$ cat src/rtl/mux_arb_pkg.sv
// Shared definitions for the 2:1 mux select arbiter.
// Contents: FSM state encoding and the default tenure limit.
package mux_arb_pkg;

    localparam int unsigned HOLD_CYCLES_DEF = 4;

    typedef enum logic [1:0] {
        ST_IDLE = 2'd0,
        ST_G0   = 2'd1,
        ST_G1   = 2'd2
    } state_e;

endpackage

$ cat src/rtl/mux_sel_arbiter_if.sv
// Request/grant bundle between the two mux sources and the select arbiter.
//   req[1:0]  requester -> arbiter  per-source path request
//   lock      requester -> arbiter  hold current owner (only with MUX_ARB_LOCK_EN)
//   grant[1:0] arbiter -> requester one-hot or zero path ownership
//   sel       arbiter -> mux        1 selects D[1]
//   busy      arbiter -> requester  grant is nonzero
//   switch_p  arbiter -> requester  one-cycle pulse when sel changes
// Optional macro: MUX_ARB_LOCK_EN adds the lock signal.
interface mux_sel_arbiter_if;
    logic [1:0] req;
`ifdef MUX_ARB_LOCK_EN
    logic       lock;
`endif
    logic [1:0] grant;
    logic       sel;
    logic       busy;
    logic       switch_p;

`ifdef MUX_ARB_LOCK_EN
    modport master (output req, output lock, input grant, input sel, input busy, input switch_p);
    modport slave  (input req, input lock, output grant, output sel, output busy, output switch_p);
`else
    modport master (output req, input grant, input sel, input busy, input switch_p);
    modport slave  (input req, output grant, output sel, output busy, output switch_p);
`endif
endinterface

$ cat src/rtl/mux_arb_hold_cnt.sv
// Saturating tenure counter for the select arbiter.
//   clk, rst_n  clock and async active-low reset
//   clear       restart tenure at 0 (new owner)
//   enable      owner kept the path this cycle
//   freeze      hold the count (locked transfer)
//   at_limit    registered: count equals HOLD_CYCLES-1
module mux_arb_hold_cnt #(
    parameter int unsigned HOLD_CYCLES = 4
) (
    input  logic clk,
    input  logic rst_n,
    input  logic clear,
    input  logic enable,
    input  logic freeze,
    output logic at_limit
);

    localparam int unsigned CNT_W = (HOLD_CYCLES > 1) ? $clog2(HOLD_CYCLES) : 1;
    localparam logic [CNT_W-1:0] LIMIT = CNT_W'(HOLD_CYCLES - 1);

    logic [CNT_W-1:0] cnt;
    logic [CNT_W-1:0] cnt_nx;

    // Next count: clear wins, otherwise count up until saturation.
    always_comb begin
        cnt_nx = cnt;
        if (clear) begin
            cnt_nx = '0;
        end else if (enable && !freeze && (cnt != LIMIT)) begin
            cnt_nx = cnt + CNT_W'(1);
        end
    end

    // Limit flag is registered alongside the count so the FSM sees a flop.
    always_ff @(posedge clk or negedge rst_n) begin
        if (!rst_n) begin
            cnt      <= '0;
            at_limit <= (LIMIT == '0);
        end else begin
            cnt      <= cnt_nx;
            at_limit <= (cnt_nx == LIMIT);
        end
    end

endmodule

$ cat src/rtl/mux_sel_arbiter.sv
// Two-requester round-robin arbiter producing the select for a 2:1 data mux.
//   clk    system clock, rising edge
//   rst_n  asynchronous active-low reset
//   arb    mux_sel_arbiter_if.slave: req/lock in, grant/sel/busy/switch_p out
// Optional macro: MUX_ARB_LOCK_EN enables the lock input that pins the current owner.
module mux_sel_arbiter
    import mux_arb_pkg::*;
#(
    parameter int unsigned HOLD_CYCLES = HOLD_CYCLES_DEF
) (
    input  logic               clk,
    input  logic               rst_n,
    mux_sel_arbiter_if.slave   arb
);

    state_e     state;
    state_e     state_nx;
    logic       last;
    logic       last_nx;
    logic       sel_q;
    logic       sel_nx;
    logic [1:0] grant_q;
    logic       busy_q;
    logic       switch_q;
    logic       at_limit;
    logic       lock_c;
    logic       cnt_clr_c;
    logic       cnt_en_c;

`ifdef MUX_ARB_LOCK_EN
    assign lock_c = arb.lock;
`else
    assign lock_c = 1'b0;
`endif

    // Next-state: last records the most recent owner that gave up the path.
    always_comb begin
        state_nx = state;
        last_nx  = last;
        case (state)
            ST_IDLE: begin
                case (arb.req)
                    2'b01:   state_nx = ST_G0;
                    2'b10:   state_nx = ST_G1;
                    2'b11:   state_nx = last ? ST_G0 : ST_G1;
                    default: state_nx = ST_IDLE;
                endcase
            end
            ST_G0: begin
                if (!arb.req[0]) begin
                    last_nx  = 1'b0;
                    state_nx = arb.req[1] ? ST_G1 : ST_IDLE;
                end else if (arb.req[1] && at_limit && !lock_c) begin
                    last_nx  = 1'b0;
                    state_nx = ST_G1;
                end
            end
            ST_G1: begin
                if (!arb.req[1]) begin
                    last_nx  = 1'b1;
                    state_nx = arb.req[0] ? ST_G0 : ST_IDLE;
                end else if (arb.req[0] && at_limit && !lock_c) begin
                    last_nx  = 1'b1;
                    state_nx = ST_G0;
                end
            end
            default: state_nx = ST_IDLE;
        endcase
    end

    // sel follows the granted source and holds through IDLE.
    always_comb begin
        sel_nx = sel_q;
        if (state_nx == ST_G0) begin
            sel_nx = 1'b0;
        end else if (state_nx == ST_G1) begin
            sel_nx = 1'b1;
        end
    end

    // Tenure restarts on any entry into a grant state, counts while the owner stays.
    assign cnt_clr_c = (state_nx != ST_IDLE) && (state_nx != state);
    assign cnt_en_c  = (state != ST_IDLE) && (state_nx == state);

    mux_arb_hold_cnt #(
        .HOLD_CYCLES (HOLD_CYCLES)
    ) u_hold_cnt (
        .clk      (clk),
        .rst_n    (rst_n),
        .clear    (cnt_clr_c),
        .enable   (cnt_en_c),
        .freeze   (lock_c),
        .at_limit (at_limit)
    );

    // State and registered outputs.
    always_ff @(posedge clk or negedge rst_n) begin
        if (!rst_n) begin
            state    <= ST_IDLE;
            last     <= 1'b1;
            grant_q  <= 2'b00;
            sel_q    <= 1'b0;
            busy_q   <= 1'b0;
            switch_q <= 1'b0;
        end else begin
            state    <= state_nx;
            last     <= last_nx;
            grant_q  <= {state_nx == ST_G1, state_nx == ST_G0};
            sel_q    <= sel_nx;
            busy_q   <= (state_nx != ST_IDLE);
            switch_q <= (sel_nx != sel_q);
        end
    end

    assign arb.grant    = grant_q;
    assign arb.sel      = sel_q;
    assign arb.busy     = busy_q;
    assign arb.switch_p = switch_q;

endmodule

$ cat src/flat_wrapper.sv
// flat-port wrapper written by rule: the top's interface ports become plain ports
module mux_sel_arbiter_flat import mux_arb_pkg::*;
#(
    parameter int unsigned HOLD_CYCLES = HOLD_CYCLES_DEF
)
  (clk, rst_n, arb_req, arb_grant, arb_sel, arb_busy, arb_switch_p);
  mux_sel_arbiter_if arb_i ();
  input  logic clk;
  input  logic rst_n;
  input wire logic [$bits(arb_i.req)-1:0] arb_req;
  output wire logic [$bits(arb_i.grant)-1:0] arb_grant;
  output wire logic [$bits(arb_i.sel)-1:0] arb_sel;
  output wire logic [$bits(arb_i.busy)-1:0] arb_busy;
  output wire logic [$bits(arb_i.switch_p)-1:0] arb_switch_p;
  assign arb_i.req = arb_req;
  assign arb_grant = arb_i.grant;
  assign arb_sel = arb_i.sel;
  assign arb_busy = arb_i.busy;
  assign arb_switch_p = arb_i.switch_p;
  mux_sel_arbiter #(.HOLD_CYCLES(HOLD_CYCLES)) u_core (.clk(clk), .rst_n(rst_n), .arb(arb_i));
endmodule
$ cat config.mk
export PLATFORM = sky130hd
export DESIGN_NAME = mux_sel_arbiter_flat
export DESIGN_NICKNAME = d
export VERILOG_FILES = /design/src/rtl/mux_arb_pkg.sv /design/src/rtl/mux_sel_arbiter_if.sv /design/src/rtl/mux_arb_hold_cnt.sv /design/src/rtl/mux_sel_arbiter.sv /design/src/flat_wrapper.sv
export SDC_FILE = /design/constraint.sdc
export NUM_CORES = 1
export LEC_CHECK = 0
export CORE_AREA = 2 2 48 50
export DETAILED_ROUTE_END_ITERATION = 10
export DIE_AREA = 0 0 50 52
export DONT_BUFFER_PORTS = 1
export MAX_ROUTING_LAYER = met4
export PLACE_DENSITY_LB_ADDON = 0.08
export SLEW_MARGIN = 20
export SYNTH_ARGS = -nofsm -noshare
export SYNTH_HDL_FRONTEND = slang
export SYNTH_SLANG_ARGS = --single-unit
$ cat constraint.sdc
create_clock -name clk -period 2.8 [get_ports clk]
set_input_delay 0.56 -clock clk [delete_from_list [all_inputs] [get_ports clk]]
set_output_delay 0.56 -clock clk [all_outputs]
set_load 0.01 [all_outputs]
* Word level (Yosys, flattened, before mapping)
Index checks and enable logic that the tools add are counted.
** Word-level totals
- Bits in registers :: 11
- Bits in latches :: 0
- Memory bits (writable) :: 0
- ROM bits :: 0
- Input bits :: 4
- Output and inout bits :: 5
- Word-level logic and storage cells :: 51
- Memories kept :: 0
** Cells by class
- $add $sub $neg :: 1
- Multipliers :: 0
- Div/mod/pow operators :: 0
- Magnitude comparators :: 0
- Equality and inequality tests :: 14
- Shift operators :: 0
- Muxes and demuxes :: 18
- Bitwise logic cells :: 0
- Reductions and logical operators :: 10
** Operators by type and width (number)
- 2-bit two-way mux :: 8
- 2-bit case mux with 3 select lines :: 2
- 2-bit == test (second input constant) :: 5
- 1-bit two-way mux :: 7
- 2-bit by 1-bit == test with 1-bit output (second input constant) :: 3
- 3-bit by 2-bit inequality test with 1-bit output (second input constant) :: 2
- 2-bit nonzero test :: 3
- 1-bit logical AND :: 5
- 3-bit AND reduction :: 1
- 2-bit by 1-bit adder with 2-bit output (second input constant) :: 1
- 2-bit == test :: 1
- 2-bit zero test :: 1
- 2-bit inequality test :: 1
- 2-bit inequality test (second input constant) :: 1
- 1-bit case mux with 2 select lines :: 1
- 1-bit inequality test :: 1

* Depth between registers and ports, before layout
- Word-level depth :: 10
- Gate-level depth with buffers :: 8
- Mapped depth without buffers :: 8

* Modules after synthesis
From an unflattened synthesis, not the netlist that was laid out.
** Unflattened totals
- Cells, all modules :: 55
- Area, all modules :: 564.3 µm²
** Modules (own cells, without submodules)
- mux_sel_arbiter :: times used 1, cells each 41, area an instance 384.1 µm², sequential area each 201.4 µm²
- mux_arb_hold_cnt :: times used 1, cells each 14, area an instance 180.2 µm², sequential area each 75.1 µm²

* Worst setup path before layout
OpenSTA, ideal clock, no wires.
- Path kind :: register -> register
- Start :: register u_core.state[1]
- End :: register u_core.u_hold_cnt.at_limit
- Setup time :: 0.073 ns
- Arrival :: 2.102 ns
- Required time :: 2.727 ns
- Slack :: 0.625 ns
- Stages on the path, launching flop included :: 9
- Buffers on the path :: 0
- Clock period less this slack :: 2.175 ns
- Cells stage by stage :: dfrtp_1 inv_1 ha_1 nand2_1 or4b_4 o311ai_4 xnor2_1 a311o_1 a21oi_2
** Between the ends
- Elaborated cells on any way between the ends :: 18
- Classes of those cells :: 5 x eq/ne; 7 x mux; 6 x reduce/logical
** RTL lines
- start: declaration :: RTL line mux_sel_arbiter.sv:16 : state_e state;
- start signal: assignment :: RTL line mux_sel_arbiter.sv:106 : state <= state_nx;
- 2-bit == test (tied with other cells) :: RTL line mux_sel_arbiter.sv:40 : case (state)
- 2-bit case mux with 3 select lines * :: RTL line mux_sel_arbiter.sv:40
- net u_core.state_nx[0] :: RTL line mux_sel_arbiter.sv:17 : state_e state_nx;
- 2-bit == test :: RTL line mux_sel_arbiter.sv:83 : assign cnt_en_c = (state != ST_IDLE) && (state_nx == state);
- 1-bit logical AND :: RTL line mux_sel_arbiter.sv:83
- 1-bit logical AND :: RTL line mux_arb_hold_cnt.sv:29 : end else if (enable && !freeze && (cnt != LIMIT)) begin
- 2-bit two-way mux :: RTL line mux_arb_hold_cnt.sv:29
- 2-bit two-way mux * :: RTL line mux_arb_hold_cnt.sv:27 : if (clear) begin
- 2-bit == test * :: RTL line mux_arb_hold_cnt.sv:41 : at_limit <= (cnt_nx == LIMIT);
- end signal: assignment :: RTL line mux_arb_hold_cnt.sv:38 : at_limit <= (LIMIT == '0);
- end signal: assignment :: RTL line mux_arb_hold_cnt.sv:41
- end: declaration :: RTL line mux_arb_hold_cnt.sv:15 : output logic at_limit
The timed path passes the listed nets; every way through them passes the cells marked *.
A chain may end at the register's enable or synchronous reset.

* Worst setup path after layout
Same ends and word-level chain as after synthesis.

==> metrics <==
status=finished clean; VDD IR-drop max=0.568 mV; fin worst setup slack=0.389 ns; Die X=50 µm; RSZ-0062 raised after global routing=no; Synth cell types=35; H-tree depth=1; Die H=52 µm; CTS Buf Count=3; Layout area overhead=10.0%; cts repair resizes=0; final slew viol count=0; Worst Hold Class=in2async; layout cell share with drive strength beyond 1=19.7%; Post-Syn Area=711 µm²; pre-CTS setup slack=0.412 ns; worst skew pair latency=0.27 ns; Post-CTS Setup Inserts=0; biggest area consumer among synthesized cells=dfrtp_1; syn_area_per_cell=10.8 µm²; slowest stage cell, crit path=or4b_4; Buffers on Ports=0; commonest cells in the netlist=dfrtp_1, inv_1, ha_1, a21oi_1, nor2_1; Worst-Margin Slew=0.457 ns; clock skew=0.00176 ns; Worst Path Arrival=2.61 ns; top cells by area, synth=dfrtp_1, ha_1, dfstp_2, o311ai_4, inv_1; total track usage=13.1%; CTS tree=yes; yosys warns=0; core box area=2110 µm²; Sink Count=11; Power Total=0.942 mW; via count=516; CP cell instances=inv_1 > ha_1 > nand2_1 > or4b_4 > o311ai_4 > xnor2_1 > a311o_1 > a21oi_2; WS Path Type=reg2reg; Residual DRC=0; count of state elements after synthesis=11; Post-synth ARST share=100%; Pwr Density=1200 nW/µm²; Max Freq=415 MHz; 1st-pass router iterations=4; count leader, synth=dfrtp_1; Post-synth top flop=dfrtp_1; drt wl/cell=14.2 µm; period utilization=86.1%; Tmin final=2.41 ns; initial antenna violation count=0; sequential fraction of the synthesis area=38.9%; clk buf depth=2; # rows=17; Setup Viol. Count Final=0; first-pass GRT wire length=2440 µm; final wirelength=1410 µm; vias in the first global route=530; count of flip-flops with a built-in enable after synthesis=0; routability cong.=0.840; hpwl dp=1040 µm; P_leak=0.338 nW; Max Cap Violations=0; grt ovf=0; CP required=3.00 ns; FILL cells=214; n_diodes=0; Max Fanout on Critical Path=6; Synth Net Count=75; # nets final=81; io pins=9; post-detailed-route via-to-cell ratio=5.21; crit start category=register; DR iter-0 viols=8; top cell type's share of synthesized area=35.2%; CP Capture Type=register; Rel. slew slack=69.4%; Hold Fails Final Rpt=0; Worst-path clk slew=0.07 ns; largest net degree at the start of global routing=11; Post-Syn Instances=66; max incr delay on CP=0.51 ns; CTS Root Buffer Type=clkbuf_4; remaining antenna violation count=0; setup TNS=0 ns; Die ar.=2600 µm²; Initial Util=33.7%
-- metal layers --
metal / up-vias / track usage, % / share of wire, %
met5: - / - / 0
met4: 0 / 5.56 / 2.3
met3: 4 / 6.03 / 4.1
met2: 10 / 20.0 / 49
met1: 250 / 14.8 / 45
li1: 252 / - / -
-- state kept, by name, indices dropped and copies added (netlist names) --
signal	count
u_core.arb.grant	2
u_core.state	2
u_core.u_hold_cnt.at_limit	1
u_core.u_hold_cnt.cnt	2
u_core.arb.sel	1
u_core.last	1
u_core.arb.switch_p	1
u_core.arb.busy	1
-- logic make-up (layout without fill, tap and decap cells) --
| group | Yosys count | count (layout) | share of synthesized area, % |
|---|---|---|---|
| AO/OA/AOI/OAI | 21 | 21 | 28.2 |
| XOR/XNOR | 2 | 2 | 3.52 |
| adder cells (fa/ha/maj) | 5 | 5 | 8.80 |
| buffers and inverters | 8 | 13 | 4.23 |
| flip-flops | 11 | 11 | 38.9 |
| multiplexers | 1 | 1 | 1.58 |
| AND/OR/NAND/NOR | 18 | 18 | 14.8 |
-- critical path, delay by kind of cell, from the launching register on --
kind | cells | cell delay, ns
flip-flops | 1 | 0.47
buffers and inverters | 1 | 0.18
adder cells (fa/ha/maj) | 1 | 0.22
XOR/XNOR | 1 | 0.22
AO/OA/AOI/OAI | 3 | 0.63
AND/OR/NAND/NOR | 2 | 0.62
-- stage by stage --
| step | instance area [µm²] | hold slack, ns | util (%) | instances |
|---|---|---|---|---|
| 2_1_floorplan | 711 | 0.264 | - | 66 |
| 6_report | 782 | 0.126 | 37.1 | 99 |
| 3_5_place_dp | 746 | 0.265 | 35.4 | 94 |
| 5_1_grt | 782 | 0.101 | 37.1 | 99 |
| 3_3_place_gp | 746 | 0.265 | 35.4 | 94 |
| 4_1_cts | 782 | 0.115 | 37.1 | 99 |
-- report_power, final --
part / internal, mW / leakage, nW / switching [mW] / total (mW)
logic: 0.224 / 0.184 / 0.296 / 0.520
clock network: 0.0551 / 0.0150 / 0.0541 / 0.109
registers: 0.235 / 0.139 / 0.0771 / 0.312
-- layout by cell type (no fill, tap or decap), types with 2 or more instances in the layout --
cell | synthesis | layout
a21oi_1 | 4 | 4
nand2_1 | 2 | 2
o21ai_0 | 2 | 2
inv_2 | 2 | 2
clkbuf_4 | 0 | 3
inv_1 | 6 | 6
ha_1 | 5 | 5
a31o_1 | 2 | 2
nand4_1 | 3 | 3
nor2_1 | 4 | 4
dfrtp_1 | 10 | 10
nand3_1 | 2 | 2
-- final timing paths --
path | depth (start not counted) | to | slack (ns) | start
setup / recovery | 8 | u_core.u_hold_cnt.at_limit | 0.39 | u_core.state[1]
hold / removal | 0 | u_core.last | 0.13 | rst_n
setup reg to reg | 8 | u_core.u_hold_cnt.at_limit | 0.39 | u_core.state[1]
hold reg to reg | 2 | u_core.last | 0.52 | u_core.last
max in group asynchronous | 1 | u_core.u_hold_cnt.cnt[0] | 1.82 | rst_n
min in group clk | 2 | u_core.last | 0.46 | arb_req[0]
-- final cells by class --
| type | count | area (µm²) | share of cell area, % |
|---|---|---|---|
| Tap cell | 28 | 35.0 | 4.48 |
| Sequential cell | 11 | 277 | 35.4 |
| Inverter | 8 | 30.0 | 3.84 |
| Timing Repair Buffer | 1 | 10.0 | 1.28 |
| Multi-Input combinational cell | 47 | 404 | 51.7 |
| Clock buffer | 4 | 26.3 | 3.36 |
-- timing repair --
item,in CTS,in global routing
hold buffers,1,0
setup endpoints to repair,0,0
endpoints found under the hold margin,10,0
(Power assumes the default switching activity.)
